File: config.mk
export PLATFORM = sky130hd
export DESIGN_NAME = fp_mul_pipe
export DESIGN_NICKNAME = d
export VERILOG_FILES = /design/src/rtl/fp_pkg.sv /design/src/rtl/fp_round_rne.sv /design/src/rtl/fp_mul_pipe.sv
export SDC_FILE = /design/constraint.sdc
export NUM_CORES = 2
export LEC_CHECK = 0
export CAP_MARGIN = 25
export CORE_MARGIN = 10
export CORE_UTILIZATION = 60
export DETAILED_ROUTE_END_ITERATION = 16
export PLACE_DENSITY = 0.77
export SYNTH_ARGS = -nofsm -noshare
export SYNTH_HDL_FRONTEND = slang
export SYNTH_SLANG_ARGS = --single-unit
export TNS_END_PERCENT = 5
File: constraint.sdc
create_clock -name clk -period 15.9 [get_ports clk]
set_input_delay 2.385 -clock clk [delete_from_list [all_inputs] [get_ports clk]]
set_output_delay 2.385 -clock clk [all_outputs]
set_load 0.01 [all_outputs]
File: src/rtl/fp_pkg.sv
// Shared class enum, flag indices and constant builders for the FP multiplier.
package fp_pkg;

  typedef enum logic [1:0] {ZERO, NORM, INF, NAN} fp_class_t;

  localparam int FLAG_W         = 4;
  localparam int FLAG_INVALID   = 3;
  localparam int FLAG_OVERFLOW  = 2;
  localparam int FLAG_UNDERFLOW = 1;
  localparam int FLAG_INEXACT   = 0;

  function automatic int fp_bias(input int e);
    return (1 << (e - 1)) - 1;
  endfunction

  // Magnitude only (sign bit clear); callers prepend the sign.
  function automatic logic [63:0] fp_inf(input int e, input int m);
    return ((64'd1 << e) - 64'd1) << m;
  endfunction

  function automatic logic [63:0] fp_qnan(input int e, input int m);
    return fp_inf(e, m) | (64'd1 << (m - 1));
  endfunction

  // Subnormals fall into ZERO: they are flushed on input.
  function automatic fp_class_t fp_classify(input logic exp_zero, input logic exp_ones,
                                            input logic man_nz);
    if (exp_zero) return ZERO;
    if (exp_ones) return man_nz ? NAN : INF;
    return NORM;
  endfunction

endpackage

File: src/rtl/fp_round_rne.sv
// Round-to-nearest-even of an M-bit fraction from guard/round/sticky; combinational.
module fp_round_rne #(
  parameter int M = 23
) (
  input  logic [M-1:0] mant,
  input  logic         guard,
  input  logic         round,
  input  logic         sticky,
  output logic [M-1:0] mant_rnd,
  output logic         carry
);

  logic up;

  assign up = guard & (round | sticky | mant[0]);
  assign {carry, mant_rnd} = {1'b0, mant} + {{M{1'b0}}, up};

endmodule

File: src/rtl/fp_mul_pipe.sv
// 3-stage stallable FP multiplier (RNE, specials, saturation), 3-cycle latency; all stages
// hold when out_valid & ~out_ready. FP_MUL_FLAGS_EN adds out_flags {invalid,overflow,underflow,inexact}.
module fp_mul_pipe
  import fp_pkg::*;
#(
  parameter int DATA_WIDTH = 32,
  parameter int E          = 8,
  parameter int M          = 23,
  parameter int TAG_W      = 4
) (
  input  logic                  clk,
  input  logic                  rst_n,
  input  logic                  in_valid,
  output logic                  in_ready,
  input  logic [DATA_WIDTH-1:0] in_a,
  input  logic [DATA_WIDTH-1:0] in_b,
  input  logic [TAG_W-1:0]      in_tag,
  output logic                  out_valid,
  input  logic                  out_ready,
  output logic [DATA_WIDTH-1:0] out_p,
`ifdef FP_MUL_FLAGS_EN
  output logic [FLAG_W-1:0]     out_flags,
`endif
  output logic [TAG_W-1:0]      out_tag
);

  localparam int EW = E + 2;
  localparam int PW = 2 * M + 2;
  localparam logic [DATA_WIDTH-1:0] QNAN     = DATA_WIDTH'(fp_qnan(E, M));
  localparam logic [DATA_WIDTH-2:0] INF_MAG  = (DATA_WIDTH - 1)'(fp_inf(E, M));
  localparam logic signed [EW-1:0]  BIAS     = EW'(fp_bias(E));
  localparam logic signed [EW-1:0]  EXP_MAX  = EW'((1 << E) - 1);
  localparam logic signed [EW-1:0]  EXP_ZERO = '0;

  logic adv;
  assign adv      = ~out_valid | out_ready;
  assign in_ready = adv;

  // S1: unpack and classify
  logic [E-1:0]          ea, eb;
  logic [M-1:0]          fa, fb;
  fp_class_t             ca, cb, c_in;
  logic signed [EW-1:0]  exp_in;

  assign ea = in_a[DATA_WIDTH-2 -: E];
  assign eb = in_b[DATA_WIDTH-2 -: E];
  assign fa = in_a[M-1:0];
  assign fb = in_b[M-1:0];
  assign ca = fp_classify(ea == '0, ea == '1, fa != '0);
  assign cb = fp_classify(eb == '0, eb == '1, fb != '0);
  assign exp_in = $signed({2'b00, ea}) + $signed({2'b00, eb}) - BIAS;

  always_comb begin
    c_in = NORM;
    if (ca == NAN || cb == NAN || (ca == INF && cb == ZERO) || (ca == ZERO && cb == INF))
      c_in = NAN;
    else if (ca == INF || cb == INF)
      c_in = INF;
    else if (ca == ZERO || cb == ZERO)
      c_in = ZERO;
  end

  logic                 s1_vld, s2_vld;
  logic [TAG_W-1:0]     s1_tag, s2_tag;
  logic                 s1_sign, s2_sign;
  fp_class_t            s1_cls, s2_cls;
  logic signed [EW-1:0] s1_exp, s2_exp;
  logic [M:0]           s1_ma, s1_mb;
  logic [PW-1:0]        s2_prod;

  always_ff @(posedge clk or negedge rst_n) begin
    if (!rst_n) begin
      s1_vld  <= 1'b0;
      s1_tag  <= '0;
      s1_sign <= 1'b0;
      s1_cls  <= ZERO;
      s1_exp  <= '0;
      s1_ma   <= '0;
      s1_mb   <= '0;
      s2_vld  <= 1'b0;
      s2_tag  <= '0;
      s2_sign <= 1'b0;
      s2_cls  <= ZERO;
      s2_exp  <= '0;
      s2_prod <= '0;
    end else if (adv) begin
      s1_vld  <= in_valid;
      s1_tag  <= in_tag;
      s1_sign <= in_a[DATA_WIDTH-1] ^ in_b[DATA_WIDTH-1];
      s1_cls  <= c_in;
      s1_exp  <= exp_in;
      s1_ma   <= {1'b1, fa};
      s1_mb   <= {1'b1, fb};
      s2_vld  <= s1_vld;
      s2_tag  <= s1_tag;
      s2_sign <= s1_sign;
      s2_cls  <= s1_cls;
      s2_exp  <= s1_exp;
      s2_prod <= PW'(s1_ma) * PW'(s1_mb);
    end
  end

  // S3: product is in [1,4); hi selects the one-bit right normalisation
  logic                 hi, guard, rnd, sticky, carry, ovf, udf;
  logic [M-1:0]         frac_n, frac_r;
  logic signed [EW-1:0] exp_n, exp_f;
  logic [DATA_WIDTH-1:0] p_nxt;

  assign hi     = s2_prod[PW-1];
  assign frac_n = hi ? s2_prod[PW-2 -: M] : s2_prod[PW-3 -: M];
  assign guard  = hi ? s2_prod[M]   : s2_prod[M-1];
  assign rnd    = hi ? s2_prod[M-1] : s2_prod[M-2];
  assign sticky = hi ? |s2_prod[M-2:0] : |s2_prod[M-3:0];
  assign exp_n  = s2_exp + EW'(hi);

  fp_round_rne #(.M(M)) u_round (
    .mant     (frac_n),
    .guard    (guard),
    .round    (rnd),
    .sticky   (sticky),
    .mant_rnd (frac_r),
    .carry    (carry)
  );

  assign exp_f = exp_n + EW'(carry);
  assign ovf   = exp_f >= EXP_MAX;
  assign udf   = exp_f <= EXP_ZERO;

  always_comb begin
    p_nxt = '0;
    case (s2_cls)
      NAN:  p_nxt = QNAN;
      INF:  p_nxt = {s2_sign, INF_MAG};
      ZERO: p_nxt = {s2_sign, {(DATA_WIDTH - 1){1'b0}}};
      default: begin
        if (ovf)      p_nxt = {s2_sign, INF_MAG};
        else if (udf) p_nxt = {s2_sign, {(DATA_WIDTH - 1){1'b0}}};
        else          p_nxt = {s2_sign, exp_f[E-1:0], frac_r};
      end
    endcase
  end

`ifdef FP_MUL_FLAGS_EN
  logic [FLAG_W-1:0] flags_nxt;

  always_comb begin
    flags_nxt                 = '0;
    flags_nxt[FLAG_INVALID]   = (s2_cls == NAN);
    flags_nxt[FLAG_OVERFLOW]  = (s2_cls == NORM) && ovf;
    flags_nxt[FLAG_UNDERFLOW] = (s2_cls == NORM) && !ovf && udf;
    flags_nxt[FLAG_INEXACT]   = (s2_cls == NORM) && (guard | rnd | sticky | ovf | udf);
  end
`endif

  always_ff @(posedge clk or negedge rst_n) begin
    if (!rst_n) begin
      out_valid <= 1'b0;
      out_p     <= '0;
      out_tag   <= '0;
`ifdef FP_MUL_FLAGS_EN
      out_flags <= '0;
`endif
    end else if (adv) begin
      out_valid <= s2_vld;
      if (s2_vld) begin
        out_p     <= p_nxt;
        out_tag   <= s2_tag;
`ifdef FP_MUL_FLAGS_EN
        out_flags <= flags_nxt;
`endif
      end
    end
  end

endmodule

### After elaboration in Yosys (flattened, before gate mapping)

Index checks and enable logic that the tools add are counted.

* input bits: 72
* logic and storage cells: 81
* bits in writable memories: 0
* memories: 0
* latch bits: 0
* register bits after elaboration: 169
* bits in read-only memories: 0
* output and inout bits: 38

* equality and inequality tests: 8
* $add $sub $neg: 5
* multiply operators: 1
* reductions and logical operators: 17
* $lt $le $gt $ge: 2
* bitwise operators: 6
* multiplexer cells: 26
* divide/modulo/power cells: 0
* shifts and indexed selects: 0

Operator list (count)
* $pmux 32 s3: 1
* $mux 31: 2
* $mul 24x24->48: 1
* $reduce_bool 23->1: 2
* $add 23x1->24: 1
* $mux 23: 1
* $reduce_or 22->1: 1
* $reduce_or 21->1: 1
* $add 10x1->10: 2
* $mux 2: 10
* $eq 8x8->1 const B: 2
* $logic_not 8->1: 2
* $eq 2x2->1 const B: 6
* $mux 1: 12
* $ge 10x9->1 const B: 1
* $le 10x1->1 const B: 1
* $sub 9x7->10 const B: 1
* $add 8x8->9: 1
* $logic_not 2->1: 3
* $logic_or 1x1->1: 5
* $or 1x1->1: 3
* $logic_and 1x1->1: 2
* $reduce_and 2->1: 1
* $and 1x1->1: 1
* 2 further kinds: 2

### Longest topological paths before layout

* word-level depth: 11
* mapped depth: 26
* mapped depth without buffers: 25

### Hierarchy

A second synthesis with hierarchy kept.

* cells, all modules: 3061
* area, all modules: 27181.1 sq um

Modules (own cells, without submodules)
* fp_mul_pipe: area each 26681.8 sq um, cells each 2990, seq. area each 4204.0 sq um, times used 1
* fp_round_rne: area each 499.2 sq um, cells each 71, seq. area each 0.0 sq um, times used 1

### Worst setup path after synthesis

OpenSTA, ideal clock, no wires.

* path kind: flip-flop to flip-flop
* start: register s1_mb[3]
* end: register s2_prod[46]
* clock period less this slack: 6.626 ns
* setup slack: 9.274 ns
* arrival time: 6.502 ns
* library setup time: 0.124 ns
* stages on the path, launching flop included: 25
* buffers on the path: 1
* data required time: 15.776 ns
* cell sequence: dfrtp_1 > clkbuf_1 > nand2_1 > fa_1 > inv_1 > fa_1 > inv_1 > fa_1 > inv_1 > fa_1 > inv_1 > fa_1 > inv_1 > fa_1 > fa_1 > ha_1 > and3_1 > nand3_1 > o211a_1 > and3_4 > o311a_4 > o21ai_4 > a21boi_2 > o211a_1 > a211o_1

* word-level cells in the longest chain between the ends: 1

RTL lines
* start, declared: line fp_mul_pipe.sv:68 `logic [M:0] s1_ma, s1_mb;`
* start signal, assigned: line fp_mul_pipe.sv:93 `s1_mb <= {1'b1, fb};`
* $mul 24x24->48: line fp_mul_pipe.sv:99 `s2_prod <= PW'(s1_ma) * PW'(s1_mb);`
* end signal, assigned: line fp_mul_pipe.sv:99
* end, declared: line fp_mul_pipe.sv:69 `logic [PW-1:0] s2_prod;`

No other way between the ends.
A chain may end at the register's enable or synchronous reset.

### Worst setup path in the final report

Ends and elaborated chain as after synthesis.

==> results.sh <==
export IMPL_routabilityCongestion=0.899
export IMPL_netlist_instances=3078
export IMPL_use_met1_pct=31.7
export IMPL_synth_cell_type_count=74
export IMPL_synth_edf_count=0
export IMPL_finalHoldViolations=0
export IMPL_final_min_clock_period_ns=7.46
export IMPL_die_h_um=232
export IMPL_ys_warn_count=0
export IMPL_synth_area_per_cell_um2=8.80
export IMPL_crit_fanout=25
export IMPL_finClkSkew_ns=0.0180
export IMPL_placementRows=77
export IMPL_nets=3826
export IMPL_synth_area_top_cells="fa_1 (36%), dfrtp_1 (16%), ha_1 (8.9%), nand2_1 (8.5%), inv_1 (7.8%)"
export IMPL_initial_utilization_pct=61.0
export IMPL_cap_viol_max_count=0
export IMPL_synth_common_cells="nand2_1 (611), inv_1 (566), fa_1 (484)"
export IMPL_path_clk_slew_ns=0.08
export IMPL_cts_sinks=168
export IMPL_avgRoutedWirePerCell_um=19.0
export IMPL_holdCritStartpoint="s2_sign"
export IMPL_synthFlopType="dfrtp_1"
export IMPL_use_met3_pct=4.44
export IMPL_async_flop_share_pct=100
export IMPL_vias_per_cell=5.65
export IMPL_ctsLongestPathBuffers=2
export IMPL_synth_seq_area_share_pct=15.5
export IMPL_fin_setup_tns_ns=0
export IMPL_syn_nets=3826
export IMPL_vias=20800
export IMPL_grt_usage_pct=27.1
export IMPL_period_share_pct=46.9
export IMPL_critPathKind="reg2reg"
export IMPL_setup_violations=0
export IMPL_hold_path_class="reg2reg"
export IMPL_grt_util_met2_pct=48.1
export IMPL_drive_above_1_share_pct=2.91
export IMPL_drc=0
export IMPL_drt_pass1_iterations=5
export IMPL_maxSlewHeadroom_pct=27.3
export IMPL_post_cts_buffers=0
export IMPL_grt_max_degree=102
export IMPL_synth_most_common_cell="nand2_1"
export IMPL_startpoint_type="register"
export IMPL_finalWirelength_um=70100
export IMPL_cp_startpoint="s1_mb[3]"
export IMPL_synth_area_um2=27100
export IMPL_r2r_start="s1_mb[3]"
export IMPL_antenna_found_initial=2
export IMPL_crit_path_end_kind="register"
export IMPL_critPathArrivalTime_ns=7.81
export IMPL_cts_root_buffer="clkbuf_16"
export IMPL_clock_latency_ns=0.46
export IMPL_ioPinCount=110
export IMPL_whs_ns=0.471
export IMPL_grt_pass1_wl_um=117000
export IMPL_finalInstanceArea_um2=29300
export IMPL_synth_top_area_share_pct=35.8
export IMPL_cts_resized=0
export IMPL_numCtsBuffers=17
export IMPL_tightest_slew_ns=1.09
export IMPL_grt_pass1_vias=23100
export IMPL_drt_iter0_drc=1364
export IMPL_fp_dieArea_um2=54100
export IMPL_cts_tree="built"
export IMPL_htree_levels=4
export IMPL_rsz0062_at_grt="false"
export IMPL_slew_violations=0
export IMPL_place_hpwl_um=54800
export IMPL_holdBufCountCts=0
export IMPL_status="completed"
export IMPL_numPortBuffers=109
export IMPL_ant_nets=0
export IMPL_max_freq_mhz=134
export IMPL_core_area_um2=44400
export IMPL_overflow=0
export IMPL_place_area_um2=28600
export IMPL_area_growth_pct=8.13
export IMPL_yosys_area_top_type="fa_1"
export IMPL_crit_required_ns=16.24
export IMPL_grt_busiest_layer="met2"
export IMPL_synth_seq_cells=168
export IMPL_die_w_um=232
==> kinds of logic (layout without fill, tap and decap cells) <==
logic type               Yosys count  count (layout)  synth area share [%]
adder cells (fa/ha/maj)          676             676                  44.6
multiplexers                      11              11                 0.420
other                              0               4                     0
XOR/XNOR                          85              85                  2.75
AO/OA/AOI/OAI                    276             276                  6.59
buffers and inverters            730             743                  10.2
flip-flops                       168             168                  15.5
AND/OR/NAND/NOR                 1132            1132                  19.9
==> path summary, 6_finish.rpt <==
| kind | end | slack [ns] | depth (start not counted) |
|---|---|---|---|
| min reg2reg | s2_sign | 0.47 | 2 |
| max in group asynchronous | s2_prod[47] | 12.96 | 2 |
| min | s2_sign | 0.47 | 2 |
| min in group asynchronous | out_p[25] | 1.73 | 1 |
| max | s2_prod[46] | 8.44 | 23 |
| max reg2reg | s2_prod[46] | 8.44 | 23 |
==> sequential cells by signal, summed over array words and instances, names as in the netlist <==
register   count
s1_tag         4
s2_tag         4
out_p         32
s1_ma         24
s2_cls         2
s1_exp        10
s2_vld         1
s2_prod       48
s1_sign        1
out_valid      1
s2_sign        1
s1_vld         1
out_tag        4
s1_mb         23
s2_exp        10
s1_cls         2
==> cell usage in the layout, fill, tap and decap left out, types with 4 or more instances in the layout <==
cell	count
mux2i_1	8
dfrtp_1	167
xnor2_1	36
o211ai_1	4
buf_4	29
and4_1	9
inv_1	565
clkbuf_16	17
nand2_1	611
nand3_1	19
o21ai_1	24
nor2_1	78
and3_1	13
nand2b_1	9
and2_1	308
a21oi_1	97
o21a_1	6
nand4_1	22
nor2b_1	7
xor2_1	49
o21ai_0	32
nor3b_1	6
a21o_1	35
o21bai_1	4
clkdlybuf4s50_1	108
diode_2	4
a22o_1	21
o31ai_1	7
nor4_1	17
a31oi_1	11
nand3b_1	5
ha_1	192
nor3_1	11
clkinv_8	6
fa_1	484
==> area by class of cell <==
class	instances	area [um^2]
Multi-Input combinational cell	2180	20100
Fill cell	3614	15100
Sequential cell	168	4210
Inverter	566	2130
Timing Repair Buffer	145	1440
Tap cell	592	741
Clock buffer	17	425
Clock inverter	15	198
Antenna cell	4	10.0
==> per-layer routing <==
metal | share of wire, % | vias to the layer above
li1 | - | 9323
met1 | 38 | 10600
met2 | 52 | 658
met3 | 6.0 | 185
met4 | 4.2 | 0
met5 | 0 | -
==> worst max-delay path, cell delays in order (launching register included) <==
cell      delay, ns
dfrtp_1        0.99
nand2_1        0.18
fa_1           0.57
inv_1          0.04
fa_1           0.49
inv_1          0.07
fa_1           0.55
inv_1          0.06
fa_1           0.49
inv_1          0.06
fa_1           0.55
inv_1          0.05
fa_1           0.50
fa_1           0.43
ha_1           0.38
and3_1         0.25
nand3_1        0.10
o211a_1        0.25
and3_4         0.19
o311a_4        0.38
o21ai_4        0.21
a21boi_2       0.11
o211a_1        0.23
a211o_1        0.23
==> per-stage QoR <==
step / setup slack [ns] / instances / util (%)
global route: 7.95 / 3684 / 65.9
finish: 8.44 / 3687 / 66.0
floorplan: 9.27 / 3078 / -
detailed placement: 8.51 / 3645 / 64.3
global placement: 8.54 / 3644 / 64.2
CTS: 8.49 / 3677 / 65.7
Power is left out: the tool's default activity adds up to more than one toggle a clock period on the data nets, which glitch-free logic cannot reach.
